**src/rtl/dir_key_ctrl.sv**
```systemverilog
// Direction key front end: 2-flop sync + debounce for four buttons, press encoding,
// reversal/duplicate rejection and a 2-entry turn queue (enabled by `define DIR_QUEUE_EN).
module dir_key_ctrl #(
  parameter int          DEBOUNCE_CYCLES = 1000000,
  parameter logic [1:0]  INIT_DIR        = 2'b10
) (
  input  logic       clk,
  input  logic       rst,
  input  logic       up,
  input  logic       down,
  input  logic       right,
  input  logic       left,
  input  logic [1:0] cur_dir,
  input  logic       step,
  output logic [1:0] next_direction,
  output logic       key_press,
  output logic [1:0] queue_cnt
);

  localparam int            CW       = $clog2(DEBOUNCE_CYCLES + 1);
  localparam logic [CW-1:0] CNT_LAST = CW'(DEBOUNCE_CYCLES - 1);

  // Bit index equals the direction code: UP=0, DOWN=1, RIGHT=2, LEFT=3.
  logic [3:0]    w_raw;
  logic [3:0]    r_sync1, r_sync2, r_lvl, r_prev;
  logic [CW-1:0] r_cnt [4];
  logic [3:0]    w_evt;
  logic          w_any;
  logic [1:0]    w_code;
  logic          r_key_press;

  assign w_raw = {left, right, down, up};

  always_ff @(posedge clk or negedge rst) begin
    if (!rst) begin
      r_sync1 <= '0;
      r_sync2 <= '0;
      r_lvl   <= '0;
      r_prev  <= '0;
      for (int i = 0; i < 4; i++) r_cnt[i] <= '0;
    end else begin
      r_sync1 <= w_raw;
      r_sync2 <= r_sync1;
      r_prev  <= r_lvl;
      for (int i = 0; i < 4; i++) begin
        if (r_sync2[i] == r_lvl[i]) begin
          r_cnt[i] <= '0;
        end else if (r_cnt[i] == CNT_LAST) begin
          r_lvl[i] <= ~r_lvl[i];
          r_cnt[i] <= '0;
        end else begin
          r_cnt[i] <= r_cnt[i] + 1'b1;
        end
      end
    end
  end

  assign w_evt = r_lvl & ~r_prev;
  assign w_any = |w_evt;

  always_comb begin
    w_code = 2'b00;
    if      (w_evt[0]) w_code = 2'b00;
    else if (w_evt[1]) w_code = 2'b01;
    else if (w_evt[2]) w_code = 2'b10;
    else if (w_evt[3]) w_code = 2'b11;
  end

  always_ff @(posedge clk or negedge rst) begin
    if (!rst) r_key_press <= 1'b0;
    else      r_key_press <= w_any;
  end

  assign key_press = r_key_press;

`ifdef DIR_QUEUE_EN
  logic [1:0] r_q [2];
  logic       r_wp, r_rp;
  logic [1:0] r_qcnt, r_hold;
  logic [1:0] w_ref;
  logic       w_push, w_pop;

  // Reference is the last queued turn so consecutive turns are checked against each other.
  assign w_ref  = (r_qcnt != 2'd0) ? r_q[~r_wp] : cur_dir;
  assign w_push = w_any && (w_code != w_ref) && (w_code != (w_ref ^ 2'b01))
                  && ((r_qcnt != 2'd2) || step);
  assign w_pop  = step && (r_qcnt != 2'd0);

  always_ff @(posedge clk or negedge rst) begin
    if (!rst) begin
      r_q[0] <= INIT_DIR;
      r_q[1] <= INIT_DIR;
      r_wp   <= 1'b0;
      r_rp   <= 1'b0;
      r_qcnt <= 2'd0;
      r_hold <= INIT_DIR;
    end else begin
      if (w_push) begin
        r_q[r_wp] <= w_code;
        r_wp      <= ~r_wp;
      end
      if (w_pop) begin
        r_hold <= r_q[r_rp];
        r_rp   <= ~r_rp;
      end
      case ({w_push, w_pop})
        2'b10:   r_qcnt <= r_qcnt + 2'd1;
        2'b01:   r_qcnt <= r_qcnt - 2'd1;
        default: r_qcnt <= r_qcnt;
      endcase
    end
  end

  assign next_direction = (r_qcnt != 2'd0) ? r_q[r_rp] : r_hold;
  assign queue_cnt      = r_qcnt;
`else
  logic [1:0] r_pend, r_hold;
  logic       r_pend_vld;
  logic       w_acc;

  assign w_acc = w_any && (w_code != cur_dir) && (w_code != (cur_dir ^ 2'b01));

  // While no fresh turn is pending, hold_dir equals the pending register.
  always_ff @(posedge clk or negedge rst) begin
    if (!rst) begin
      r_pend     <= INIT_DIR;
      r_hold     <= INIT_DIR;
      r_pend_vld <= 1'b0;
    end else begin
      if (step) r_hold <= r_pend;
      if (w_acc) begin
        r_pend     <= w_code;
        r_pend_vld <= 1'b1;
      end else if (step) begin
        r_pend_vld <= 1'b0;
      end
    end
  end

  assign next_direction = r_pend_vld ? r_pend : r_hold;
  assign queue_cnt      = 2'b00;
`endif

endmodule

```
**config.mk**
```make
export PLATFORM = sky130hd
export DESIGN_NAME = dir_key_ctrl
export DESIGN_NICKNAME = d
export VERILOG_FILES = /design/src/rtl/dir_key_ctrl.sv
export SDC_FILE = /design/constraint.sdc
export NUM_CORES = 1
export LEC_CHECK = 0
export BUFFER_PORTS_ARGS = -buffer_cell sky130_fd_sc_hd__clkbuf_2
export CAP_MARGIN = 15
export CORE_MARGIN = 4
export CORE_UTILIZATION = 45
export CTS_CLUSTER_DIAMETER = 50
export CTS_CLUSTER_SIZE = 20
export DETAILED_ROUTE_END_ITERATION = 8
export GPL_TIMING_DRIVEN = 0
export SYNTH_ARGS = -nofsm -noshare
export SYNTH_HDL_FRONTEND = slang
export SYNTH_SLANG_ARGS = --single-unit
```
**constraint.sdc**
```tcl
create_clock -name clk -period 2.4 [get_ports clk]
set_input_delay 0.48 -clock clk [delete_from_list [all_inputs] [get_ports clk]]
set_output_delay 0.48 -clock clk [all_outputs]
set_load 0.01 [all_outputs]
```
==> key figures <==
Die
  • Die height: 112 microns
  • Core footprint: 10400 sq um
  • DIE AREA: 12500 sq um
  • # IOs: 14
  • Die X: 112 microns
  • Core Rows: 37
  • Initial Util: 0.464

Status
  • Status: finished, final reports clean

Pwr
  • Lkg Pwr: 0.00223 uW
  • Power Dens Cells: 579 nW/um^2
  • Power Total: 3070 uW
  • Peak VDD IR: 0.522 mV

Clocking
  • Clock Latency Late Sink: 0.38 ns
  • TritonCTS clock tree: built
  • CTS H-tree depth: 3
  • CTS root buf: clkbuf_8
  • CTS max path bufs: 2
  • Clock sinks: 102
  • Num CTS Buffers: 9
  • Setup bufs post-CTS: 0
  • Clk slew on worst S/H paths: 0.09 ns
  • CTS resizes: 0
  • CTS Hold Bufs: 0

Setup path
  • Crit Path Category: reg -> reg
  • Worst path cell trace: ha_1 -> and3_1 -> clkbuf_1 -> nand3_1 -> o31ai_1 -> clkbuf_1 -> nor2_1
  • FF-to-FF path depth: 7
  • Endpoint class of the critical path: flop
  • Worst EP arrival: 2.44 ns
  • Critical Path Start Type: flop
  • Critical path data required time: 2.65 ns
  • Slowest-stage cell, CP: dfrtp_1
  • Most frequent CP cell: clkbuf_1
  • Worst-path fanout max: 10
  • CP peak stage delay: 0.41 ns

Global route
  • Grt peak-use layer: met2
  • Initial antenna violation count: 0
  • Met2 Resource Use GR: 0.241
  • First-pass GRT wire length: 15700 microns
  • GR Layer Usage met1: 0.203
  • Gr usage total: 0.152
  • Largest net degree at the start of global routing: 58
  • Vias in the first global route: 3362
  • Grt ovf: 0
  • Met3 Track Usage GR: 0.0516

Yosys
  • Top FF cell, synth: dfrtp_1
  • Asr flop ratio synth: 1.00
  • Post-synth EDFFs: 0
  • Cells after Synth: 481
  • Distinct cell type count after synthesis: 43
  • Synth warn: 0
  • Flops & latches, synth: 102
  • Sequential area share after synthesis: 0.528
  • Synth Cell Area: 4830 sq um
  • Syn Area/Cell: 10.1 sq um

Drt
  • Vias per inst: 5.41
  • ANT nets after route: 0
  • DR WL/cell: 13.6 microns
  • Wirelength, routed: 8770 microns
  • DRT Pass-1 Iters: 5
  • DRT iter0 DRCs: 106
  • Vias post-DR: 3489
  • Post-route DRC violation count: 0

STA
  • Final hold slack: 0.150 ns
  • Setup_tns: 0 ns
  • Clk_skew: 0.0100 ns
  • Slew Viols, Final: 0
  • RSZ-0062 raised after global routing: no
  • Tmin final: 2.19 ns
  • Hold Fails Final Rpt: 0
  • Slew @ Worst Pin: 0.663 ns
  • Slew HR: 0.558
  • Post-route clock period utilization: 0.911
  • Fmax: 458 MHz
  • Final setup vio count: 0

Finish
  • Share of post-route cells with drive strength above 1: 0.118
  • Multi-input logic area: 2130 sq um
  • Inserted Diodes: 0
  • Fillers: 944
  • Most common cell after layout, fill and taps aside: dfrtp_1
  • Fin nets: 517
  • Area Overhead vs Synth: 9.91%
  • FF+latch area: 2550 sq um
  • Most frequent cells in the layout: dfrtp_1, nor2_1, nand3_1, xor2_1, a21oi_1
  • Final instance count without filler cells: 645

Worst hold path
  • Worst hold-check path type: in -> async

Placement
  • DP Wirelength: 6050 microns
  • Placed cells: 629
  • IO buf count: 10
  • RD Place Congestion: 0.790

Run
  • Max Cap Viol: 0
==> cell families after synthesis <==
| group | after synthesis | synth area share |
|---|---|---|
| other cells | 1 | 0.000776 |
| compound gates | 65 | 0.0769 |
| mux | 9 | 0.0210 |
| simple gates | 215 | 0.242 |
| flops | 102 | 0.528 |
| xor+xnor | 49 | 0.0888 |
| fa+ha+maj | 4 | 0.0104 |
| buf+inv | 36 | 0.0318 |
==> critical path, delay by kind of cell, from the launching register on <==
kind	cells	cell delay, ns
flops	1	0.41
fa+ha+maj	1	0.22
simple gates	3	0.45
compound gates	1	0.34
buf+inv	2	0.65
==> final timing paths <==
path / slack, ns / to / start
max: 0.21 / r_cnt[68] / r_cnt[60]
min in group clk: 0.20 / r_sync1[3] / left
min: 0.15 / r_cnt[42] / rst
min reg2reg: 0.36 / r_sync2[3] / r_sync1[3]
max in group asynchronous: 1.52 / r_pend[1] / rst
max reg2reg: 0.21 / r_cnt[68] / r_cnt[60]
==> stage by stage <==
stage	setup slack, ns	cell area (sq um)	util
floorplan	0.416	4840	-
global placement	-0.535	5060	0.486
detailed placement	0.186	5090	0.489
CTS	0.173	5310	0.510
global route	0.00124	5310	0.510
finish	0.214	5310	0.510
==> Yosys cell counts, types with 7 or more instances <==
cell type	count	area [sq um]
nor3_1	7	35.0
dfrtp_1	100	2500
nand2_1	21	78.8
clkbuf_1	8	30.0
buf_2	8	40.0
a21oi_1	27	135
or3_1	11	68.8
or4_1	17	128
xnor2_1	19	166
o21ai_0	18	90.1
nor2_1	60	225
mux2_2	9	101
and3_1	9	56.3
nand3_1	34	170
o31ai_1	13	97.6
xor2_1	30	263
nand4_1	20	125
inv_1	17	63.8
==> routing by layer <==
layer / vias up / share of wire
met1: 1700 / 0.49
met3: 4 / 0.036
met5: - / 0
li1: 1739 / -
met4: 0 / 0.0066
met2: 46 / 0.47
==> sequential cells by signal, summed over array words and instances (netlist names) <==
name        count
key_press       1
r_cnt          80
r_hold          2
r_lvl           4
r_pend          2
r_pend_vld      1
r_prev          4
r_sync1         4
r_sync2         4
==> layout make-up <==
| class | count | area share |
|---|---|---|
| Sequential cell | 102 | 0.481 |
| Tap cell | 136 | 0.0320 |
| Buffer | 19 | 0.0172 |
| Multi-Input combinational cell | 344 | 0.401 |
| Clock inverter | 5 | 0.0155 |
| Timing Repair Buffer | 11 | 0.0151 |
| Inverter | 17 | 0.0120 |
| Clock buffer | 11 | 0.0266 |
==> power breakdown <==
| group | internal, uW | switching (uW) | leakage [uW] |
|---|---|---|---|
| clock | 618 | 584 | 0.000113 |
| combinational | 34.3 | 75.1 | 0.000724 |
| sequential | 1740 | 22.8 | 0.00139 |
| total | 2390 | 682 | 0.00223 |
No activity file was read; power rests on OpenSTA's default activity.
